[config.mk]
export PLATFORM = sky130hd
export DESIGN_NAME = mux_4_1_rr_arbiter
export DESIGN_NICKNAME = d
export VERILOG_FILES = /design/src/rtl/mux_arb_pkg.sv /design/src/rtl/mux_4_1.sv /design/src/rtl/mux_4_1_rr_arbiter.sv
export SDC_FILE = /design/constraint.sdc
export NUM_CORES = 1
export LEC_CHECK = 0
export BUFFER_PORTS_ARGS = -buffer_cell sky130_fd_sc_hd__buf_2
export CAP_MARGIN = 15
export CORE_MARGIN = 5
export CORE_UTILIZATION = 38
export DETAILED_ROUTE_END_ITERATION = 10
export PLACE_DENSITY = 0.88
export SLEW_MARGIN = 40
export SYNTH_ARGS = -nofsm -noshare
export SYNTH_HDL_FRONTEND = slang
export SYNTH_HIERARCHICAL = 1
export SYNTH_SLANG_ARGS = --single-unit
[constraint.sdc]
create_clock -name clk -period 2 [get_ports clk]
set_clock_uncertainty 0.05 [all_clocks]
set_input_delay 0.4 -clock clk [delete_from_list [all_inputs] [get_ports clk]]
set_output_delay 0.4 -clock clk [all_outputs]
set_load 0.05 [all_outputs]
[src/rtl/mux_arb_pkg.sv]
// Shared definitions for the round-robin arbitrated 4:1 data path:
// FSM state encoding, requester count and mux select width.
package mux_arb_pkg;

  localparam int N_REQ = 4;
  localparam int SEL_W = 2;

  typedef enum logic {
    IDLE = 1'b0,
    SEND = 1'b1
  } arb_state_e;

endpackage

[src/rtl/mux_4_1.sv]
// Plain combinational 4:1 word multiplexer; the arbiter owns its select.
module mux_4_1
  import mux_arb_pkg::*;
#(
  parameter int DATA_WIDTH = 8
) (
  input  logic [DATA_WIDTH-1:0] in0,
  input  logic [DATA_WIDTH-1:0] in1,
  input  logic [DATA_WIDTH-1:0] in2,
  input  logic [DATA_WIDTH-1:0] in3,
  input  logic [SEL_W-1:0]      sel,
  output logic [DATA_WIDTH-1:0] out
);

  // Word selection
  always_comb begin
    out = in0;
    case (sel)
      2'd0:    out = in0;
      2'd1:    out = in1;
      2'd2:    out = in2;
      2'd3:    out = in3;
      default: out = in0;
    endcase
  end

endmodule

[src/rtl/mux_4_1_rr_arbiter.sv]
// Round-robin arbiter in front of a mux_4_1 with a valid/ready output.
// Optional per-requester grant statistics are enabled by MUX_ARB_STATS_EN.
module mux_4_1_rr_arbiter
  import mux_arb_pkg::*;
#(
  parameter int DATA_WIDTH = 8,
  parameter int CNT_WIDTH  = 16
) (
  input  logic                  clk,
  input  logic                  rst_n,
  input  logic [N_REQ-1:0]      req,
  input  logic [DATA_WIDTH-1:0] in0,
  input  logic [DATA_WIDTH-1:0] in1,
  input  logic [DATA_WIDTH-1:0] in2,
  input  logic [DATA_WIDTH-1:0] in3,
  output logic [N_REQ-1:0]      grant,
  output logic [SEL_W-1:0]      sel,
  output logic                  out_valid,
  input  logic                  out_ready,
  output logic [DATA_WIDTH-1:0] out_data,
  output logic                  busy
`ifdef MUX_ARB_STATS_EN
  ,
  input  logic [SEL_W-1:0]      cnt_sel,
  output logic [CNT_WIDTH-1:0]  cnt_out
`endif
);

  arb_state_e       state_r, state_s;
  logic [SEL_W-1:0] ptr_r, ptr_s;
  logic [SEL_W-1:0] sel_r, sel_s;
  logic [N_REQ-1:0] grant_r, grant_s;
  logic [SEL_W-1:0] pick_s;
  logic             xfer_s;

  // First requesting index scanning upward from ptr, wrapping modulo 4.
  function automatic logic [SEL_W-1:0] rr_pick(input logic [N_REQ-1:0] r,
                                               input logic [SEL_W-1:0] p);
    logic [SEL_W-1:0] idx;
    logic             found;
    rr_pick = p;
    found   = 1'b0;
    for (int i = 0; i < N_REQ; i++) begin
      idx = p + SEL_W'(i);
      if (!found && r[idx]) begin
        rr_pick = idx;
        found   = 1'b1;
      end
    end
  endfunction

  // Next-state, grant and pointer update
  always_comb begin
    state_s = state_r;
    ptr_s   = ptr_r;
    sel_s   = sel_r;
    grant_s = grant_r;
    xfer_s  = 1'b0;
    pick_s  = rr_pick(req, ptr_r);
    case (state_r)
      IDLE: begin
        if (req != {N_REQ{1'b0}}) begin
          state_s = SEND;
          sel_s   = pick_s;
          grant_s = N_REQ'(1) << pick_s;
        end else begin
          state_s = IDLE;
        end
      end
      SEND: begin
        // A handshake wins over a simultaneous request drop.
        if (out_ready || !req[sel_r]) begin
          state_s = IDLE;
          grant_s = {N_REQ{1'b0}};
          ptr_s   = sel_r + 2'd1;
          xfer_s  = out_ready;
        end else begin
          state_s = SEND;
        end
      end
      default: begin
        state_s = IDLE;
        grant_s = {N_REQ{1'b0}};
      end
    endcase
  end

  // Arbiter state registers
  always_ff @(posedge clk or negedge rst_n) begin
    if (!rst_n) begin
      state_r <= IDLE;
      ptr_r   <= 2'd0;
      sel_r   <= 2'd0;
      grant_r <= {N_REQ{1'b0}};
    end else begin
      state_r <= state_s;
      ptr_r   <= ptr_s;
      sel_r   <= sel_s;
      grant_r <= grant_s;
    end
  end

  assign grant     = grant_r;
  assign sel       = sel_r;
  assign out_valid = (state_r == SEND);
  assign busy      = (state_r == SEND);

  mux_4_1 #(
    .DATA_WIDTH(DATA_WIDTH)
  ) u_mux (
    .in0(in0),
    .in1(in1),
    .in2(in2),
    .in3(in3),
    .sel(sel_r),
    .out(out_data)
  );

`ifdef MUX_ARB_STATS_EN
  logic [CNT_WIDTH-1:0] cnt_r [N_REQ];

  // Saturating completed-transfer counters, one per requester
  always_ff @(posedge clk or negedge rst_n) begin
    if (!rst_n) begin
      for (int i = 0; i < N_REQ; i++) begin
        cnt_r[i] <= {CNT_WIDTH{1'b0}};
      end
    end else if (xfer_s && (cnt_r[sel_r] != {CNT_WIDTH{1'b1}})) begin
      cnt_r[sel_r] <= cnt_r[sel_r] + CNT_WIDTH'(1);
    end else begin
      cnt_r[sel_r] <= cnt_r[sel_r];
    end
  end

  assign cnt_out = cnt_r[cnt_sel];
`else
  if (CNT_WIDTH > 0) begin : g_no_stats
  end
`endif

endmodule

==> flow_summary.ini, run 1 <==
[floorplanning]
die_w_um = 52.8
fp.coreArea_um2 = 1730
start_util = 0.404
dieArea_um2 = 2790
die_y_um = 52.8
rows = 15
io_pins = 55

[synth]
yosysSeqAreaShare = 0.323
yosys_warnings = 6
synth_enable_flop_cells = 0
postSynthCellCount = 57
postSynthAreaPerCell_um2 = 12.2
ys.flop_type = dfrtp_1
ys_seq_elements = 9
yosysUniqueCellTypes = 30
synth_fp_nets = 96
netlist_area_um2 = 697
async_reset_ff_frac = 1.00

[pwr]
power.share.clock = 0.066
internal_power_w = 0.000963
switching_share = 0.542
max-vdd-ir-drop_mv = 0.977
combPwrFrac = 0.746
powerDensity_nw_per_um2 = 1910
p_sw_w = 0.00114
power_w = 0.00211
seqPwrFrac = 0.188
p_leak_nw = 0.535

[sta]
period_minus_slack_ns = 1.98
setup_viol = 0
max_freq_mhz = 506
slew_headroom = 0.750
period_share = 0.988
maxSlewViolCount = 0
worst_slew_pin_slew_ns = 0.371
hold_viol_final = 0
setup_slack_ns = 0.0236
fin_setup_tns_ns = 0
rsz0062_at_grt = yes

[drt]
drt-met1-wl_um = 843
first_pass_iters = 5
wl_met2_um = 1160
top_layer = met4
post-route-drc-count = 0
wirelength_um = 2430
drt-wirelength-per-cell_um = 16.9
vias = 771
postRouteAntennaNets = 0
via_per_inst = 5.35
drtIter0Drc = 16
met3WireLength_um = 383

[final_layout]
layout_common_cells = 46 x buf_2, 9 x mux4_2, 8 x buf_4
syn_to_final_growth_pct = 58.3
final_core_util = 0.639
fillers = 147
layout-drive-gt1-share = 0.664
layout.nets = 159
antenna-diode-count = 0
final_common_cell = buf_2

[clocking]
numCtsBuffers = 3
htreeDepth = 1
cts.clk_slew.worst_paths_ns = 0.06
clk_latency_ns = 0.26
cts_buffer_depth = 2
tritoncts = done
clkSinkCount = 9
clock-root-buffer = clkbuf_4

[grt]
track_usage = 0.160
grt_max_degree = 13
grt_pass1_vias = 773
grt_antenna_before_repair = 0
overflow = 0
grt_pass1_wl_um = 3250

[critical_path]
required_ns = 1.55
worstSetupPathType = flop to primary output
cp-start-kind = flop
crit_slowest_cell = mux4_2
crit_buf_inv = 2
r2r_slack_ns = 0.08
critPathMaxFanout = 4
crit_path_end_kind = primary output
cp.arrival_ns = 1.53
max_stage_delay_ns = 0.51
cp_cell_sequence = buf_4, mux4_2, buf_6
cp_top_family = multiplexers

[worst_hold_path]
hold_class = flop to flop

[placement]
pre_cts_ws_ns = 0.150
dp_hpwl_um = 1880
port_buffers = 54
finalWeightedCongestion = 0.826

[run]
maxCapViolations = 0

[status]
status = finished clean
-- per-stage QoR --
step                      hold WS (ns)  area (µm²)  std cells
final                            0.444        1100        144
after global routing             0.459        1100        144
after CTS                        0.449        1040        141
after detailed placement         0.216         991        135
after global placement           0.206         991        135
after floorplan                 0.0544         698         57
-- path summary, 6_finish.rpt --
check	startpoint	to	cells after the start
setup / recovery	sel[0]	out_data[1]	3
hold / removal	grant[0]	grant[0]	1
setup reg to reg	sel[0]	ptr_r[1]	7
hold reg to reg	grant[0]	grant[0]	1
max in group asynchronous	rst_n	sel[0]	2
min in group asynchronous	rst_n	grant[0]	2
-- flip-flops by register name, indices dropped and copies added, names as in the netlist --
signal,flops
sel,2
busy,1
grant,4
ptr_r,2
-- Yosys cell counts, types with 2 or more instances --
library cell | instances | share of area
a21oi_1 | 4 | 0.029
dfrtp_1 | 9 | 0.32
inv_1 | 2 | 0.011
mux4_2 | 9 | 0.29
nand2_1 | 2 | 0.011
nor2_1 | 3 | 0.016
nor2_2 | 2 | 0.018
nor2b_1 | 4 | 0.036
-- power groups by stage --
stage	clock network [W]	registers [W]	logic, W
final	0.000139	0.000395	0.00157
after global routing	0.000155	0.000406	0.00166
after CTS	0.000149	0.000425	0.00139
after detailed placement	0	0.000436	0.00134
after global placement	0	0.000426	0.00133
after floorplan	0	0.000599	0.000905
-- cell type report --
class	count	area, µm²	area share
Timing Repair Buffer	61	368	0.333
Clock buffer	4	26.3	0.0238
Sequential cell	9	230	0.209
Inverter	2	7.51	0.00680
Tap cell	25	31.3	0.0283
Multi-Input combinational cell	43	440	0.399
-- metal layers --
| metal | track usage | vias to the layer above |
|---|---|---|
| met2 | 0.293 | 56 |
| met3 | 0.0684 | 6 |
| met1 | 0.154 | 353 |
| met4 | 0.0638 | 0 |
| met5 | 0 | - |
| li1 | - | 356 |
-- timing repair --
action	in CTS	in global routing
endpoints found under the hold margin	9	0
gates resized for setup	3	20
hold buffers	1	0
buffers inserted	1	3
setup endpoints to repair	8	9
pin swaps	0	1
-- worst reg2reg max path: stages, from the launching register on --
cell,delay (ns)
dfrtp_4,0.50
buf_4,0.17
buf_4,0.15
mux4_2,0.45
a21oi_4,0.17
buf_4,0.15
nor2_1,0.04
a21oi_1,0.16
-- logic make-up (layout without fill, tap and decap cells) --
kind of cell              after synthesis  after routing  share of synthesized area
DFF                                     9              9                      0.323
xor gates and xnor gates                1              1                     0.0126
buffers and inverters                   5             67                     0.0449
and+or+nand+nor                        16             16                      0.136
AOI/OAI and AO/OA                      16             16                      0.176
muxes                                  10             10                      0.307
Note: power is estimated with default switching activity, not from simulation.
==> inputs of run 2 (changes only) <==
--- a/config.mk
+++ b/config.mk
@@ -7,2 +7,3 @@
 export LEC_CHECK = 0
+export ABC_AREA = 1
 export BUFFER_PORTS_ARGS = -buffer_cell sky130_fd_sc_hd__buf_2
@@ -10,5 +11,5 @@
 export CORE_MARGIN = 5
-export CORE_UTILIZATION = 38
+export CORE_UTILIZATION = 45
 export DETAILED_ROUTE_END_ITERATION = 10
-export PLACE_DENSITY = 0.88
+export PLACE_DENSITY = 0.89
 export SLEW_MARGIN = 40
==> constraint.sdc (replaced) <==
create_clock -name clk -period 2 [get_ports clk]
set_clock_uncertainty 0.05 [all_clocks]
set_input_delay 0.1 -clock clk [delete_from_list [all_inputs] [get_ports clk]]
set_output_delay 0.1 -clock clk [all_outputs]
set_load 0.05 [all_outputs]
==> flow_summary.ini, run 2 <==
[floorplanning]
dieArea_um2 = 3540
io_pins = 55
start_util = 0.457
die_w_um = 59.5
fp.coreArea_um2 = 2410
rows = 18
die_y_um = 59.5

[sta]
slew_headroom = 0.746
max_freq_mhz = 568
setup_viol = 0
hold_viol_final = 0
rsz0062_at_grt = no
period_share = 0.881
worst_slew_pin_slew_ns = 0.381
maxSlewViolCount = 0
fin_setup_tns_ns = 0
period_minus_slack_ns = 1.76

[run]
maxCapViolations = 0

[critical_path]
cp.arrival_ns = 1.61
worstSetupPathType = flop to primary output
critPathMaxFanout = 19
max_stage_delay_ns = 0.46
cp_top_family = buffers and inverters
cp_cell_sequence = buf_4, nor2_4, nand2_1, nand4_1, buf_2
crit_path_end_kind = primary output
cp.depth = 5
cp-start-kind = flop
crit_slowest_cell = dfrtp_1
crit_buf_inv = 2
required_ns = 1.85
reg2reg_depth = 12

[clocking]
numCtsBuffers = 3
clock-root-buffer = clkbuf_4
clkSinkCount = 9
htreeDepth = 1
tritoncts = done
clk_latency_ns = 0.26
cts_buffer_depth = 2
cts.clk_slew.worst_paths_ns = 0.06

[status]
status = finished clean

[pwr]
p_leak_nw = 0.809
power_w = 0.00274
internal_power_w = 0.000945
combPwrFrac = 0.818
seqPwrFrac = 0.131
power.share.clock = 0.051
powerDensity_nw_per_um2 = 1990
p_sw_w = 0.00180
switching_share = 0.655
max-vdd-ir-drop_mv = 1.41

[drt]
first_pass_iters = 4
post-route-drc-count = 0
vias = 1323
postRouteAntennaNets = 0
wirelength_um = 2990
drt-wirelength-per-cell_um = 11.3
via_per_inst = 5.01
drtIter0Drc = 57

[final_layout]
final_core_util = 0.573
syn_to_final_growth_pct = 25.5
antenna-diode-count = 0
layout_common_cells = 78 x nand2_1, 54 x buf_2, 35 x nand3_1
fin_cells = 264
layout-drive-gt1-share = 0.355
final_common_cell = nand2_1
layout.nets = 274
largest_register_ffs = 4

[synth]
postSynthCellCount = 180
synth_commonest_cells = 78 x nand2_1, 35 x nand3_1, 9 x dfrtp_1, 8 x nand4_1, 7 x buf_6
postSynthAreaPerCell_um2 = 6.12
synth.largest_area_cell = nand2_1
synth_area_leaders = nand2_1 27%, dfrtp_1 20%, nand3_1 16%
yosysUniqueCellTypes = 22
async_reset_ff_frac = 1.00
ys.flop_type = dfrtp_1
synth_fp_nets = 219
netlist_area_um2 = 1100
yosys_warnings = 6
ys_seq_elements = 9
yosysMostFrequentCell = nand2_1
synth_enable_flop_cells = 0
synth_top_area_share = 0.266
yosysSeqAreaShare = 0.205

[placement]
finalWeightedCongestion = 0.962
dp_hpwl_um = 2430
port_buffers = 54
placedCellCount = 259

[grt]
grt_pass1_vias = 1176
grt_pass1_wl_um = 4860
overflow = 0
grt_antenna_before_repair = 0
track_usage = 0.174
grt_max_degree = 22

[worst_hold_path]
whs_path_depth = 3
hold_class = input pin to flop
run 2: changes by cell type in the layout (fill, tap and decap cells not counted), moves of 5 or more:
| cell | before | now |
|---|---|---|
| nand3_1 | 1 | 35 |
| buf_2 | 46 | 54 |
| nand4_1 | 0 | 8 |
| buf_6 | 6 | 0 |
| nand2_1 | 2 | 78 |
| nand2_4 | 0 | 5 |
| inv_2 | 0 | 6 |
| mux4_2 | 9 | 0 |
| buf_4 | 8 | 3 |
run 2: area by class of cell:
| class | count | area, µm² |
|---|---|---|
| sequential | 9 | 225 |
| tap | 30 | 37.5 |
| fill | 233 | 1030 |
| clock buffer | 4 | 26.3 |
| inverter | 13 | 51.3 |
| timing repair buffer | 58 | 303 |
| multi-input combinational | 150 | 738 |
run 2: power by group through the flow:
stage          sequential (W)  combinational (W)  clock, W
6_report             0.000358            0.00224  0.000140
5_1_grt              0.000380            0.00247  0.000149
4_1_cts              0.000360            0.00225  0.000143
3_5_place_dp         0.000362            0.00224         0
3_3_place_gp         0.000357            0.00223         0
2_1_floorplan        0.000528            0.00175         0
run 2: per-stage QoR:
| step | instance area [µm²] | setup WS, ns | hold slack [ns] |
|---|---|---|---|
| 6_report | 1380 | 0.238 | 0.0969 |
| 3_5_place_dp | 1350 | 0.267 | -0.0901 |
| 5_1_grt | 1380 | 0.0749 | 0.131 |
| 3_3_place_gp | 1350 | 0.297 | -0.0915 |
| 2_1_floorplan | 1100 | 0.288 | -0.246 |
| 4_1_cts | 1380 | 0.238 | 0.0947 |
run 2: routing by layer:
layer / global-route usage / share of wire
met5: 0 / 0
met4: 0.0615 / 0.010
met3: 0.00871 / 0.032
met2: 0.306 / 0.53
met1: 0.222 / 0.43
run 2: tightest hold or removal path: cells and delay by family:
kind	cells	cell delay (ns)
AO/OA/AOI/OAI	2	0.19
buffers and inverters	1	0.07
run 2: path summary, 6_finish.rpt:
check,end,slack [ns],from
worst max-delay path,out_data[4],0.24,sel[0]
worst min-delay path,busy,0.1,out_ready
worst max register to register,grant[2],0.25,ptr_r[1]
worst min register to register,grant[1],0.45,grant[1]
max in group asynchronous,busy,1.55,rst_n
min in group asynchronous,sel[0],0.18,rst_n
run 2: cells by family (layout without fill, tap and decap cells):
family,Yosys count,count (layout),share of synthesized area
and+or+nand+nor,141,141,0.622
buffers and inverters,21,75,0.125
DFF,9,9,0.205
AOI/OAI and AO/OA,8,8,0.0409
xor gates and xnor gates,1,1,0.00796
run 2: what timing repair did:
item                                   4_1_cts  5_1_grt
endpoints found under the hold margin        9        0
gates resized for setup                      0        0
buffers inserted                             0        0
hold buffers                                 1        0
==> inputs of run 3 (changes only) <==
Settings changed: REMOVE_ABC_BUFFERS from default to 1.
==> flow_summary.ini, run 3 (synthesis results as in run 2) <==
[final_layout]
layout.nets = 274
antenna-diode-count = 0
largest_register_ffs = 4
fillers = 227
layout_common_cells = 78 x nand2_1, 54 x buf_2, 35 x nand3_1
final_common_cell = nand2_1
layout-drive-gt1-share = 0.355
syn_to_final_growth_pct = 25.5

[clocking]
ctsResizeCount = 0
cts_setup_buffers = 0
clkSinkCount = 9
cts_hold_buffers = 1
cts_buffer_depth = 2
numCtsBuffers = 3
clock-root-buffer = clkbuf_4
cts.clk_slew.worst_paths_ns = 0.06
htreeDepth = 1
clk_latency_ns = 0.26
tritoncts = done

[critical_path]
crit_path_end_kind = flop
cp.arrival_ns = 1.89
cp-start-kind = flop
critPathMaxFanout = 9
required_ns = 2.15
worstSetupPathType = flop to flop

[placement]
finalWeightedCongestion = 0.935
dp_hpwl_um = 2350
port_buffers = 54

[grt]
grt_pass1_vias = 1179
grt_max_degree = 23
use_met3 = 0.0240
overflow = 0
grt_pass1_wl_um = 4840
grt.busiest_layer = met2
grt_util_met2 = 0.303
grt_antenna_before_repair = 0
grt_use_met1 = 0.213
track_usage = 0.171

[sta]
max_freq_mhz = 573
period_minus_slack_ns = 1.75
slew_headroom = 0.757
setup_viol = 0
fin_setup_tns_ns = 0
rsz0062_at_grt = no
worst_slew_pin_slew_ns = 0.365
hold_viol_final = 0
maxSlewViolCount = 0
period_share = 0.873
hold_ws_ns = 0.117

[pwr]
combPwrFrac = 0.824
power.share.clock = 0.051
powerDensity_nw_per_um2 = 2000
internal_power_w = 0.000945
max-vdd-ir-drop_mv = 1.67
switching_share = 0.657
seqPwrFrac = 0.125
p_leak_nw = 0.809
p_sw_w = 0.00181

[status]
status = finished clean

[drt]
drtIter0Drc = 59
first_pass_iters = 4
vias = 1326
postRouteAntennaNets = 0
post-route-drc-count = 0
drt-wirelength-per-cell_um = 11.2
wirelength_um = 2950
via_per_inst = 5.02

[floorplanning]
die_w_um = 59.5
die_y_um = 59.5
rows = 18
dieArea_um2 = 3540
fp.coreArea_um2 = 2410
start_util = 0.457
io_pins = 55

[run]
maxCapViolations = 0

[worst_hold_path]
hold_class = input pin to flop
-- run 3: cell counts in the layout (fill, tap and decap cells not counted) --
No cell type changed its count.
-- run 3: per-stage QoR --
step | total power [W] | cell area [µm²] | instances | setup WS, ns | utilization
2_1_floorplan | 0.00211 | 1010 | 172 | 0.0615 | -
3_3_place_gp | 0.00259 | 1350 | 259 | 0.283 | 0.558
3_5_place_dp | 0.00260 | 1350 | 259 | 0.274 | 0.558
4_1_cts | 0.00275 | 1380 | 264 | 0.256 | 0.573
5_1_grt | 0.00299 | 1380 | 264 | 0.0507 | 0.573
6_report | 0.00276 | 1380 | 264 | 0.255 | 0.573
-- run 3: critical path, cell delays in order (launching register included) --
cell and delay (ns):
dfrtp_1 0.51, inv_4 0.14, nand2_1 0.05, nand2_1 0.16, nand2_1 0.09, nand2_2 0.11
nand2_2 0.08, nand2_1 0.06, nand2_1 0.05, nand2_1 0.05, nand2_1 0.06, nor2_2 0.13
nand2_1 0.08, nand2_1 0.06
-- run 3: final cells by class --
type / count / area, µm² / area share
repair buffers: 58 / 303 / 0.219
well taps: 30 / 37.5 / 0.0272
clock buffers: 4 / 26.3 / 0.0190
multi-input cells: 150 / 738 / 0.534
inverters: 13 / 51.3 / 0.0371
flip-flops and latches: 9 / 225 / 0.163
-- run 3: metal layers --
layer,share of wire,wire length (µm)
met4,0.012,34
met5,0,0
met1,0.41,1220
met2,0.53,1570
met3,0.043,128
-- run 3: power groups by stage --
stage               logic [W]  clock network (W)  registers (W)
floorplan             0.00143                  0       0.000674
global placement      0.00225                  0       0.000344
detailed placement    0.00226                  0       0.000346
CTS                   0.00226           0.000143       0.000344
global route          0.00248           0.000156       0.000358
finish                0.00227           0.000141       0.000344
-- run 3: final timing paths --
| kind | startpoint | end | slack, ns | cells after the start |
|---|---|---|---|---|
| min in group asynchronous | rst_n | grant[2] | 0.18 | 2 |
| min | out_ready | busy | 0.12 | 3 |
| max in group asynchronous | rst_n | grant[0] | 1.53 | 2 |
| max | ptr_r[1] | grant[0] | 0.25 | 13 |
| min reg2reg | grant[1] | grant[1] | 0.44 | 2 |
| max reg2reg | ptr_r[1] | grant[0] | 0.25 | 13 |
